==> config.mk <==
export PLATFORM = sky130hd
export DESIGN_NAME = mpll_lock_detect
export DESIGN_NICKNAME = d
export VERILOG_FILES = /design/src/rtl/mpll_lock_detect_pkg.sv /design/src/rtl/mpll_lock_detect_pfd_sample_sync.sv /design/src/rtl/mpll_lock_detect.sv
export SDC_FILE = /design/constraint.sdc
export NUM_CORES = 1
export LEC_CHECK = 0
export ABC_AREA = 1
export BUFFER_PORTS_ARGS = -buffer_cell sky130_fd_sc_hd__buf_2
export CORE_UTILIZATION = 45
export CTS_BUF_LIST = sky130_fd_sc_hd__clkbuf_8 sky130_fd_sc_hd__clkbuf_16
export DETAILED_ROUTE_END_ITERATION = 8
export PLACE_DENSITY = 0.63
export SLEW_MARGIN = 20
export SYNTH_ARGS = -nofsm -noshare
export SYNTH_HDL_FRONTEND = slang
export SYNTH_SLANG_ARGS = --single-unit
==> constraint.sdc <==
create_clock -name i_clk -period 3.7 [get_ports i_clk]
set_input_delay 0.37 -clock i_clk [delete_from_list [all_inputs] [get_ports i_clk]]
set_output_delay 0.37 -clock i_clk [all_outputs]
set_load 0.01 [all_outputs]
==> src/rtl/mpll_lock_detect_pkg.sv <==
`default_nettype none
// +------------------------------------------------------------------+
// | mpll_lock_detect_pkg: shared PLL lock-detect encodings/defaults   |
// | Revision: 1.0                                                     |
// +------------------------------------------------------------------+
package mpll_lock_detect_pkg;

  typedef enum logic [1:0] {
    ST_UNLOCKED = 2'd0,
    ST_ACQUIRE  = 2'd1,
    ST_LOCKED   = 2'd2,
    ST_HOLD     = 2'd3
  } lock_state_e;

  // 155.52 MHz VCXO / 80 kHz compare rate
  localparam int DEF_WINDOW         = 1944;
  localparam int DEF_WIN_W          = 11;
  localparam int DEF_ERR_THRESH     = 8;
  localparam int DEF_LOCK_WINDOWS   = 64;
  localparam int DEF_UNLOCK_WINDOWS = 4;
  localparam int DEF_CNT_W          = 8;

  // Signed per-clock phase contribution: +1 pump up, -1 pump down, 0 idle
  function automatic logic signed [1:0] pfd_step(input logic en, input logic pol);
    if (!en) return 2'sd0;
    return pol ? 2'sd1 : -2'sd1;
  endfunction

endpackage
`default_nettype wire

==> src/rtl/mpll_lock_detect_pfd_sample_sync.sv <==
`default_nettype none
// +------------------------------------------------------------------+
// | pfd_sample_sync: 2-flop synchronizer for the PFD {pol,enable} pair|
// | Revision: 1.0                                                     |
// +------------------------------------------------------------------+
module pfd_sample_sync #(
  parameter int WIDTH = 2
) (
  input  logic             i_clk,
  input  logic             i_rst,
  input  logic [WIDTH-1:0] i_async,
  output logic [WIDTH-1:0] o_sync
);

  logic [WIDTH-1:0] r_meta;
  logic [WIDTH-1:0] r_sync;

  always_ff @(posedge i_clk or posedge i_rst) begin
    if (i_rst) begin
      r_meta <= '0;
      r_sync <= '0;
    end else begin
      r_meta <= i_async;
      r_sync <= r_meta;
    end
  end

  assign o_sync = r_sync;

endmodule
`default_nettype wire

==> src/rtl/mpll_lock_detect.sv <==
`default_nettype none
// +------------------------------------------------------------------+
// | mpll_lock_detect: windowed PFD error qualifier and lock FSM       |
// | Revision: 1.0                                                     |
// +------------------------------------------------------------------+
module mpll_lock_detect
  import mpll_lock_detect_pkg::*;
#(
  parameter int WINDOW         = DEF_WINDOW,
  parameter int WIN_W          = DEF_WIN_W,
  parameter int ERR_THRESH     = DEF_ERR_THRESH,
  parameter int LOCK_WINDOWS   = DEF_LOCK_WINDOWS,
  parameter int UNLOCK_WINDOWS = DEF_UNLOCK_WINDOWS,
  parameter int CNT_W          = DEF_CNT_W
) (
  input  logic                    i_clk,
  input  logic                    i_rst,
  input  logic                    i_pol,
  input  logic                    i_enable,
  input  logic                    i_clear_lost,
  output logic                    o_locked,
  output logic [1:0]              o_lock_state,
  output logic                    o_lost,
  output logic                    o_err_valid,
  output logic signed [WIN_W:0]   o_err_sum,
  output logic [WIN_W-1:0]        o_err_count
);

  logic [1:0]            w_sync;
  logic                  w_smp_en;
  logic                  w_smp_pol;
  logic signed [1:0]     w_step;
  logic [WIN_W:0]        w_step_ext;
  logic                  w_win_end;
  logic [WIN_W-1:0]      w_tot_cnt;
  logic signed [WIN_W:0] w_tot_sum;
  logic                  w_good;

  logic [WIN_W-1:0]      r_wcnt;
  logic [WIN_W-1:0]      r_acc_cnt;
  logic signed [WIN_W:0] r_acc_sum;
  logic                  r_err_valid;
  logic [WIN_W-1:0]      r_err_count;
  logic signed [WIN_W:0] r_err_sum;

  lock_state_e           r_state;
  lock_state_e           w_state_nxt;
  logic [CNT_W-1:0]      r_run;
  logic [CNT_W-1:0]      w_run_nxt;
  logic [CNT_W-1:0]      w_run_inc;
  logic                  w_lost_set;
  logic                  w_lost_nxt;
  logic                  r_lost;
  logic                  r_locked;

  pfd_sample_sync #(
    .WIDTH (2)
  ) u_sync (
    .i_clk   (i_clk),
    .i_rst   (i_rst),
    .i_async ({i_pol, i_enable}),
    .o_sync  (w_sync)
  );

  assign w_smp_pol  = w_sync[1];
  assign w_smp_en   = w_sync[0];
  assign w_step     = pfd_step(w_smp_en, w_smp_pol);
  assign w_step_ext = {{(WIN_W-1){w_step[1]}}, w_step};

  // Totals include the current sample so the window-end cycle is never lost
  assign w_win_end = (r_wcnt == WIN_W'(WINDOW - 1));
  assign w_tot_cnt = r_acc_cnt + {{(WIN_W-1){1'b0}}, w_smp_en};
  assign w_tot_sum = r_acc_sum + w_step_ext;
  assign w_good    = (w_tot_cnt <= WIN_W'(ERR_THRESH));

  always_ff @(posedge i_clk or posedge i_rst) begin
    if (i_rst) begin
      r_wcnt      <= '0;
      r_acc_cnt   <= '0;
      r_acc_sum   <= '0;
      r_err_valid <= 1'b0;
      r_err_count <= '0;
      r_err_sum   <= '0;
    end else begin
      r_err_valid <= w_win_end;
      if (w_win_end) begin
        r_wcnt      <= '0;
        r_acc_cnt   <= '0;
        r_acc_sum   <= '0;
        r_err_count <= w_tot_cnt;
        r_err_sum   <= w_tot_sum;
      end else begin
        r_wcnt      <= r_wcnt + WIN_W'(1);
        r_acc_cnt   <= w_tot_cnt;
        r_acc_sum   <= w_tot_sum;
      end
    end
  end

  assign w_run_inc = r_run + CNT_W'(1);

  always_comb begin
    w_state_nxt = r_state;
    w_run_nxt   = r_run;
    w_lost_set  = 1'b0;
    if (w_win_end) begin
      case (r_state)
        ST_UNLOCKED: begin
          if (w_good) begin
            w_state_nxt = ST_ACQUIRE;
            w_run_nxt   = CNT_W'(1);
          end else begin
            w_run_nxt   = '0;
          end
        end
        ST_ACQUIRE: begin
          if (!w_good) begin
            w_state_nxt = ST_UNLOCKED;
            w_run_nxt   = '0;
          end else if (w_run_inc == CNT_W'(LOCK_WINDOWS)) begin
            w_state_nxt = ST_LOCKED;
            w_run_nxt   = '0;
          end else begin
            w_run_nxt   = w_run_inc;
          end
        end
        ST_LOCKED: begin
          if (!w_good) begin
            if (UNLOCK_WINDOWS == 1) begin
              w_state_nxt = ST_UNLOCKED;
              w_run_nxt   = '0;
              w_lost_set  = 1'b1;
            end else begin
              w_state_nxt = ST_HOLD;
              w_run_nxt   = CNT_W'(1);
            end
          end
        end
        ST_HOLD: begin
          if (w_good) begin
            w_state_nxt = ST_LOCKED;
            w_run_nxt   = '0;
          end else if (w_run_inc == CNT_W'(UNLOCK_WINDOWS)) begin
            w_state_nxt = ST_UNLOCKED;
            w_run_nxt   = '0;
            w_lost_set  = 1'b1;
          end else begin
            w_run_nxt   = w_run_inc;
          end
        end
        default: begin
          w_state_nxt = ST_UNLOCKED;
          w_run_nxt   = '0;
        end
      endcase
    end
  end

  // A new loss event outranks a coincident clear request
  assign w_lost_nxt = w_lost_set ? 1'b1 : (i_clear_lost ? 1'b0 : r_lost);

  always_ff @(posedge i_clk or posedge i_rst) begin
    if (i_rst) begin
      r_state  <= ST_UNLOCKED;
      r_run    <= '0;
      r_lost   <= 1'b0;
      r_locked <= 1'b0;
    end else begin
      r_state  <= w_state_nxt;
      r_run    <= w_run_nxt;
      r_lost   <= w_lost_nxt;
      r_locked <= (w_state_nxt == ST_LOCKED) || (w_state_nxt == ST_HOLD);
    end
  end

  assign o_locked     = r_locked;
  assign o_lock_state = r_state;
  assign o_lost       = r_lost;
  assign o_err_valid  = r_err_valid;
  assign o_err_count  = r_err_count;
  assign o_err_sum    = r_err_sum;

endmodule
`default_nettype wire

======== Yosys cells after proc, flatten, opt, wreduce, memory -nomap -nowiden ========
Index checks and enable logic that the tools add are counted.
word-level totals
  register bits after elaboration ......... 74
  bits of input ports ..................... 5
  output and inout port bits .............. 28
  word-level logic and storage cells ...... 56
cells by class
  $add $sub $neg .......................... 4
  magnitude comparators ................... 1
  equality and inequality tests ........... 9
  mux-type cells .......................... 26
  reduce and logical (&&, ||, !) cells .... 4
operator list
  cell                                                                                count
  8-bit two-way mux                                                                   5
  8-bit case mux with 4 select lines                                                  1
  11-bit two-way mux                                                                  2
  2-bit two-way mux                                                                   9
  12-bit adder                                                                        1
  12-bit two-way mux                                                                  1
  11-bit by 1-bit adder with 11-bit output                                            1
  11-bit by 1-bit adder with 11-bit output (second input constant)                    1
  11-bit == test (second input constant)                                              1
  11-bit by 4-bit less-or-equal comparator with 1-bit output (second input constant)  1
  8-bit by 1-bit adder with 8-bit output (second input constant)                      1
  2-bit == test (second input constant)                                               4
  8-bit by 3-bit == test with 1-bit output (second input constant)                    1
  8-bit by 7-bit == test with 1-bit output (second input constant)                    1
  2-bit case mux with 4 select lines                                                  1
  1-bit two-way mux                                                                   7
  2-bit by 1-bit == test with 1-bit output (second input constant)                    1
  2-bit zero test                                                                     1
  2-bit != test (second input constant)                                               1
  2-bit AND reduction                                                                 1
  2-bit nonzero test                                                                  1
  1-bit logical OR                                                                    1

======== Longest topological paths before layout ========
Gate-level depths: netlist of run 1.
  word-level depth ........................ 8
  depth in mapped cells ................... 14
  depth with buffers taken out ............ 14

======== Modules after synthesis ========
A second synthesis of run 1 with hierarchy kept.
second synthesis, totals
  cells, all modules ...................... 481
  area, all modules ....................... 3867.5 um2
modules (own cells, without submodules)
  module            instances  cells each  area each (um2)  sequential area each (um2)
  mpll_lock_detect  1          476         3763.6           1751.7
  pfd_sample_sync   1          5           103.8            100.1

======== Worst setup path after synthesis of run 1 ========
No wires, ideal clock.
  path type ............................... reg-to-reg
  from .................................... register u_sync.r_sync[0], in the netlist u_sync.o_sync[0]
  to ...................................... register r_acc_sum[9]
  setup time .............................. 0.066 ns
  arrival ................................. 2.302 ns
  data required time ...................... 3.634 ns
  path slack .............................. 1.332 ns
  cell stages (with the launch flop) ...... 11
  buffers on the path ..................... 0
  clock period less this slack ............ 2.368 ns
  path through ............................ dfrtp_1 inv_1 nor2_1 ha_1 a21oi_1 nand2_1 a21oi_1 o21ai_0 a21oi_1 xor2_1 and2_1
on the way
  word-level cells in the longest chain between the ends .. 3
RTL lines
  what                    RTL line                                text
  from (decl)             mpll_lock_detect_pfd_sample_sync.sv:16  logic [WIDTH-1:0] r_sync;
  from (signal assigned)  mpll_lock_detect_pfd_sample_sync.sv:24  r_sync <= r_meta;
  2-bit two-way mux       mpll_lock_detect_pkg.sv:26              return pol ? 2'sd1 : -2'sd1;
  12-bit adder            mpll_lock_detect.sv:73                  assign w_tot_sum = r_acc_sum + w_step_ext;
  12-bit two-way mux      mpll_lock_detect.sv:86                  if (w_win_end) begin
  to (signal assigned)    mpll_lock_detect.sv:95                  r_acc_sum <= w_tot_sum;
  to (decl)               mpll_lock_detect.sv:41                  logic signed [WIN_W:0] r_acc_sum;
Every way passes these cells.
A chain may end at the register's enable or synchronous reset.

======== Worst setup path in the final report of run 1 ========
  from .................................... register u_sync.r_sync[0], in the netlist u_sync.o_sync[0]
  to ...................................... register r_run[1]
on the way
  word-level cells in the longest chain between the ends .. 4
  elaborated cells on any way between the ends .. 7
  classes of those cells .................. 1 x add/sub; 1 x order compare; 1 x eq/ne; 3 x mux; 1 x reduce/logical
RTL lines
  what                                                                       RTL line                 text
  11-bit by 1-bit adder with 11-bit output *                                 mpll_lock_detect.sv:72   assign w_tot_cnt = r_acc_cnt + {{(WIN_W-1){1'b0}}, w_smp_en};
  11-bit by 4-bit less-or-equal comparator with 1-bit output *               mpll_lock_detect.sv:74   assign w_good = (w_tot_cnt <= WIN_W'(ERR_THRESH));
  8-bit two-way mux (tied with other cells)                                  mpll_lock_detect.sv:140  if (w_good) begin
  8-bit case mux with 4 select lines or 2-bit AND reduction (tied branches)  n/a
  to (signal assigned)                                                       mpll_lock_detect.sv:170  r_run <= w_run_nxt;
  to (decl)                                                                  mpll_lock_detect.sv:48   logic [CNT_W-1:0] r_run;
Mark *: on every way between the ends. The rest lies on a longest branch, timed or not.

==> results of run 1 <==
## layout make-up
cell class,instances,area (µm²),area share (%)
multi-input combinational,332,1700,38.9
sequential,74,1850,42.4
clock inverter,6,92.6,2.12
clock buffer,9,124,2.84
inverter,69,259,5.93
tap,105,131,3.01
timing repair buffer,38,208,4.76
## flip-flops by register name, summed over array words and instances, names as in the netlist
signal / count
u_sync.r_meta: 2
r_wcnt: 11
o_lost: 1
o_err_valid: 1
r_acc_sum: 12
u_sync.o_sync: 2
r_acc_cnt: 11
o_err_count: 11
o_lock_state: 2
o_err_sum: 12
r_run: 8
o_locked: 1
## routing by layer
layer / share of wire (%) / up-vias / global-route usage, %
met2: 46 / 54 / 33.4
met5: 0 / - / 0
li1: - / 1629 / -
met1: 49 / 1480 / 26.6
met3: 2.7 / 15 / 2.98
met4: 2.0 / 0 / 8.46
## cell families after synthesis
family                     Yosys count  share of synthesized area, %
adders and majority gates           16                          5.39
AOI/OAI and AO/OA                   61                          8.54
xor gates and xnor gates            13                          2.96
buffers and inverters               78                          7.83
and+or+nand+nor                    242                          27.2
DFF                                 74                          48.1
## through the flow
stage | cell area [µm²] | setup WS (ns) | utilization (%) | hold slack, ns
final | 4360 | 1.17 | 52.8 | 0.122
after global placement | 4140 | 1.31 | 50.1 | 0.294
after global routing | 4360 | 0.829 | 52.8 | 0.108
after floorplan | 3850 | 1.33 | - | 0.331
after CTS | 4360 | 1.17 | 52.8 | 0.101
after detailed placement | 4140 | 1.19 | 50.1 | 0.299
## worst register-to-register path: stages, from the launching register on
cell and delay, ns:
dfrtp_1 0.40, ha_1 0.22, nand2_2 0.09, nor2_4 0.23
nand3_1 0.11, nand2_1 0.10, nand2_1 0.10, nand3_2 0.11
nor2_4 0.07, a21oi_1 0.63, inv_1 0.20, nand2_1 0.10
nand2_1 0.05
## worst max path at each step
stage / end / depth (start not counted)
2_1_floorplan: r_acc_sum[9] / 10
3_3_place_gp: r_run[4] / 12
3_5_place_dp: r_run[1] / 12
4_1_cts: r_run[1] / 12
5_1_grt: r_run[4] / 12
6_report: r_run[1] / 12
## Yosys cell counts
master     instances
nand3_2            2
inv_2              1
ha_1              15
inv_1             67
nand2_2            3
nor4_1             2
o211ai_1           1
nand2_1          122
nor2_2             1
nor2_4             3
and2_1             2
o31ai_1            2
clkbuf_1           7
fa_1               1
buf_6              1
nand4_1           11
nor2_1            53
dfrtp_1           74
o21ai_1            4
o21ai_0           30
o21bai_1           5
buf_2              1
or2_2              1
and3_1             1
clkinv_1           1
xor2_1             9
xnor2_1            4
nand3_1           36
a2bb2oi_1          1
a21oi_1           18
nor3_1             5
## power by group through the flow
stage / registers (mW) / clock network [mW] / logic, mW
final: 0.978 / 0.688 / 0.777
after floorplan: 0.978 / 0 / 0.656
after global placement: 0.993 / 0 / 0.768
after detailed placement: 0.995 / 0 / 0.776
after global routing: 0.993 / 0.742 / 0.894
after CTS: 0.980 / 0.707 / 0.781
## repair_timing
action / in CTS / in global routing
endpoints found under the setup margin: 0 / 0
hold buffers: 1 / 0
resized for setup: 0 / 0
hold endpoints to repair: 8 / 0
==> results.toml, run 1 <==
[floorplanning]
die_area_um2 = 8930
core_um2 = 8260
row_count = 33
fp.dieW_um = 94.5
die_y_um = 94.5
ios = 33
initial_core_util_pct = 46.6

[placed_design]
portBuffers = 32
place_inst = 617
gp_congestion = 0.923
hpwl_um = 5720

[worst_setup_path]
critPathMaxStageDelay_ns = 0.63
critical_path_required_ns = 3.94
crit_type = "reg -> reg"
crit_arrival_ns = 2.78
cpLargestDelayFamily = "simple AND/OR/NAND/NOR gates"
crit_start = "u_sync.o_sync[0]"
cp_cell_sequence = "ha_1, nand2_2, nor2_4, nand3_1, nand2_1, nand2_1, nand3_2, nor2_4, a21oi_1, inv_1, nand2_1, nand2_1"
end_kind = "register"
ff2ff_path_depth = 12
reg2reg_to = "r_run[1]"
slowest_stage = "a21oi_1"
r2r-start = "u_sync.o_sync[0]"
critPathLaunchType = "register"
path_buf_inv = 1
rrSetupSlack_ns = 1.17
cp_max_fo = 14
crit_path_frequent_cell = "nand2_1"

[power_and_ir_drop]
p_per_area_nw_per_um2 = 560
p_sw_share_pct = 35.6
sequentialPowerShare_pct = 40.1
p_leak_nw = 2.28
p_int_mw = 1.57
comb_power_share_pct = 31.8
power_frac_clock_pct = 28.1
power_mw = 2.44
peakVddDrop_mv = 0.326
switchingPower_uw = 869

[global_route]
grt_max_degree = 37
grt_pass1_wl_um = 14000
grt_pass1_vias = 3101
overflow = 0
groute.usage.overall_pct = 20.2
antenna_found_initial = 0

[route]
wl_per_cell_um = 12.5
detail_route.first_pass.iterations = 5
postRouteAntennaNets = 0
drt_iter0_drc = 149
vias = 3178
viasPerCell = 5.02
drc = 0
wirelength_um = 7910

[synth]
synth_cells = 484
synth_area_per_cell_um2 = 7.96
syn-cell-area_um2 = 3850
syn-num-nets = 505
ys.warnings.count = 0
synth_top_cell_by_area = "dfrtp_1"
netlist_top_cells_area = "dfrtp_1, nand2_1, inv_1"
synth-seq-cells = 74
netlist.area_leader.share_pct = 48.1
ys_types = 31
yosysSeqAreaShare_pct = 48.1

[clock_network]
postCtsSetupRepairBufs = 0
clock_latency_ns = 0.35
cts_buffers = 9
path_clk_slew_ns = 0.08
htree_levels = 3
cts_sinks = 74
root_buffer = "clkbuf_8"
cts_max_path_buffers = 2
cts_tree = "done"

[cells_and_area]
final_cells = 633
final_common_cell = "nand2_1"
most-common-layout-cells = "nand2_1, dfrtp_1, inv_1, nor2_1, nand3_1"
fillers = 795
drive_gt1_share_pct = 12.1
antennaDiodeCount = 0
syn2layout_area_growth_pct = 13.3
nNetsFinal = 545

[timing]
fin_worst_skew_ns = 0.0105
finalHoldViolations = 0
maxSlewViolCount = 0
tns_ns = 0
fmax_ghz = 0.395
min_period_ns = 2.53
rsz0062_at_grt = "false"
min_period_over_period_pct = 68.5
setup-violations-final = 0
worst_slew_margin_rel_pct = 45.3
worstMarginPinSlew_ns = 0.816

[worst_hold_path]
hold_path_class = "in -> reg"
hp-start = "i_pol"
hold_path_end = "u_sync.r_meta[1]"
hold_depth = 1

[flow_run]
cap_viol_max_count = 0

[status]
outcome = "finished clean"
Power figures use the tool's default switching activity.
==> run 2: changes to the inputs <==
PLACE_DENSITY = 0.65   (was 0.63)
clock period = 2.04 ns   (was 3.7 ns; I/O delays follow)
==> run 2 against run 1 <==
  * The run now ends with negative setup slack left
  * Fmax up 22%
  * Critical path depth did not move
  * Clock skew fell by 0.0025 ns
  * Via count grew 5.9%
  * Core utilization increased by 8.1 points
  * Final cell count increased by 4.7%
  * Flip-flop and latch count stayed put
  * Non-clock buffer count is 28 higher
  * Clock power grew 90%
  * Sequential share of layout area down 5.6 points
  * Worst hold slack worse by 0.098 ns
  * First-iteration DRC count rose by 19%
  * Critical path type unchanged
==> results.toml, run 2 (synthesis results as in run 1) <==
[route]
drc = 0
drt_iter0_drc = 177
wl_met3_um = 320
dr_wl_met2_um = 4800
detail_route.first_pass.iterations = 4
vias = 3367
viasPerCell = 5.08
postRouteAntennaNets = 0
dr.max_layer_used = "met4"
wirelength_um = 9370
wl_per_cell_um = 14.1
met1_length_um = 4090

[floorplanning]
die_area_um2 = 8930
ios = 33
row_count = 33
core_um2 = 8260
initial_core_util_pct = 46.6
die_y_um = 94.5
fp.dieW_um = 94.5

[worst_setup_path]
cp_max_fo = 5
r2r-start = "u_sync.o_sync[0]"
slowest_stage = "dfrtp_2"
crit_type = "reg -> reg"
critical_path_required_ns = 2.26
crit_start = "u_sync.o_sync[0]"
cp_cell_sequence = "inv_2, nor2_4, buf_12, ha_4, buf_6, nand2_4, nor2_4, a21oi_2, nor2_1, nor2_1, xor2_1, o21ai_1"
critPathLaunchType = "register"
ff2ff_path_depth = 12
crit_arrival_ns = 2.30
critPathMaxStageDelay_ns = 0.45
end_kind = "register"

[clock_network]
cts_sinks = 74
htree_levels = 3
cts_buffers = 9
cts_tree = "done"
cts_max_path_buffers = 2
root_buffer = "clkbuf_8"
path_clk_slew_ns = 0.09
clock_latency_ns = 0.35

[cells_and_area]
final_cells = 663
utilization_pct = 61.0
syn2layout_area_growth_pct = 30.7
drive_gt1_share_pct = 27.4
final_common_cell = "nand2_1"
nNetsFinal = 574
most-common-layout-cells = "nand2_1, dfrtp_1, inv_1, nor2_1, buf_2"
antennaDiodeCount = 0

[timing]
fin_hold_ws_ns = 0.0238
tns_ns = -0.185
worst_slew_margin_rel_pct = 57.9
layout_setup_ws_ns = -0.0435
worstMarginPinSlew_ns = 0.630
fin_worst_skew_ns = 0.00807
setup-violations-final = 8
fmax_ghz = 0.480
finalHoldViolations = 0
rsz0062_at_grt = "true"
maxSlewViolCount = 0
min_period_over_period_pct = 102
min_period_ns = 2.08

[status]
violations = "negative setup slack"
outcome = "finished with violations"

[worst_hold_path]
hold_depth = 2
hold_path_class = "in -> reg"
hp-start = "i_clear_lost"

[power_and_ir_drop]
power_mw = 5.54
p_per_area_nw_per_um2 = 1100
peakVddDrop_mv = 0.651
p_leak_nw = 2.47

[global_route]
antenna_found_initial = 0
groute.usage.overall_pct = 20.9
grt_pass1_vias = 3215
overflow = 0
grt_pass1_wl_um = 14300
grt_max_degree = 75

[placed_design]
portBuffers = 32
hpwl_um = 5750
place_inst = 635
gp_congestion = 0.904

[flow_run]
cap_viol_max_count = 0
==> run 2: cell types whose count changed in the layout (fill, tap and decap cells not counted), sizes merged <==
cell	previous run	this run
dlygate4sd3	1	3
buf	37	63
nor2	57	58
clkbuf	9	10
clkinv	3	2
clkinvlp	2	3
==> run 2: stage by stage <==
step | worst slack (ns) | instance area, µm²
floorplan | -0.0172 | 3860
global placement | 0.00346 | 4300
detailed placement | -0.0360 | 4300
CTS | 0.0000981 | 4590
global route | -0.173 | 5030
finish | -0.0435 | 5030
==> run 2: worst paths after layout <==
| check | endpoint | slack (ns) |
|---|---|---|
| max | o_err_sum[8] | -0.04 |
| min | o_lost | 0.02 |
| max reg2reg | o_err_sum[8] | -0.04 |
| min reg2reg | u_sync.o_sync[0] | 0.36 |
| max in group asynchronous | r_wcnt[1] | 1.22 |
| min in group asynchronous | o_err_count[0] | 0.52 |
==> run 2: metal layers <==
layer / vias up / track usage, %
li1: 1675 / -
met1: 1603 / 25.6
met2: 72 / 36.1
met3: 17 / 4.75
met4: 0 / 7.83
met5: - / 0
==> run 2: timing repair <==
item	CTS	global route
buffers inserted	2	5
setup endpoints to repair	17	37
pin swaps	2	35
resized for setup	5	84
hold buffers	3	0
endpoints found under the hold margin	76	0
cloned	1	1
==> run 2: layout make-up <==
class,instances,area [µm²]
sequential,74,1860
inverter,69,263
clock inverter,6,88.8
tap,105,131
timing repair buffer,66,474
fill,716,3220
clock buffer,10,138
multi-input combinational,333,2080
==> run 2: worst max-delay path: cells and delay by family (launching register included) <==
| kind | cells | cell delay (ns) |
|---|---|---|
| flip-flops | 1 | 0.45 |
| XOR/XNOR | 1 | 0.21 |
| buffers and inverters | 3 | 0.35 |
| AO/OA/AOI/OAI | 2 | 0.23 |
| AND/OR/NAND/NOR | 5 | 0.49 |
| adder cells (fa/ha/maj) | 1 | 0.22 |
==> run 2: report_power, final <==
part           switching, mW  internal (mW)  total (mW)
clock                  0.586          0.724        1.31
sequential             0.195           1.67        1.86
combinational           1.32           1.04        2.36
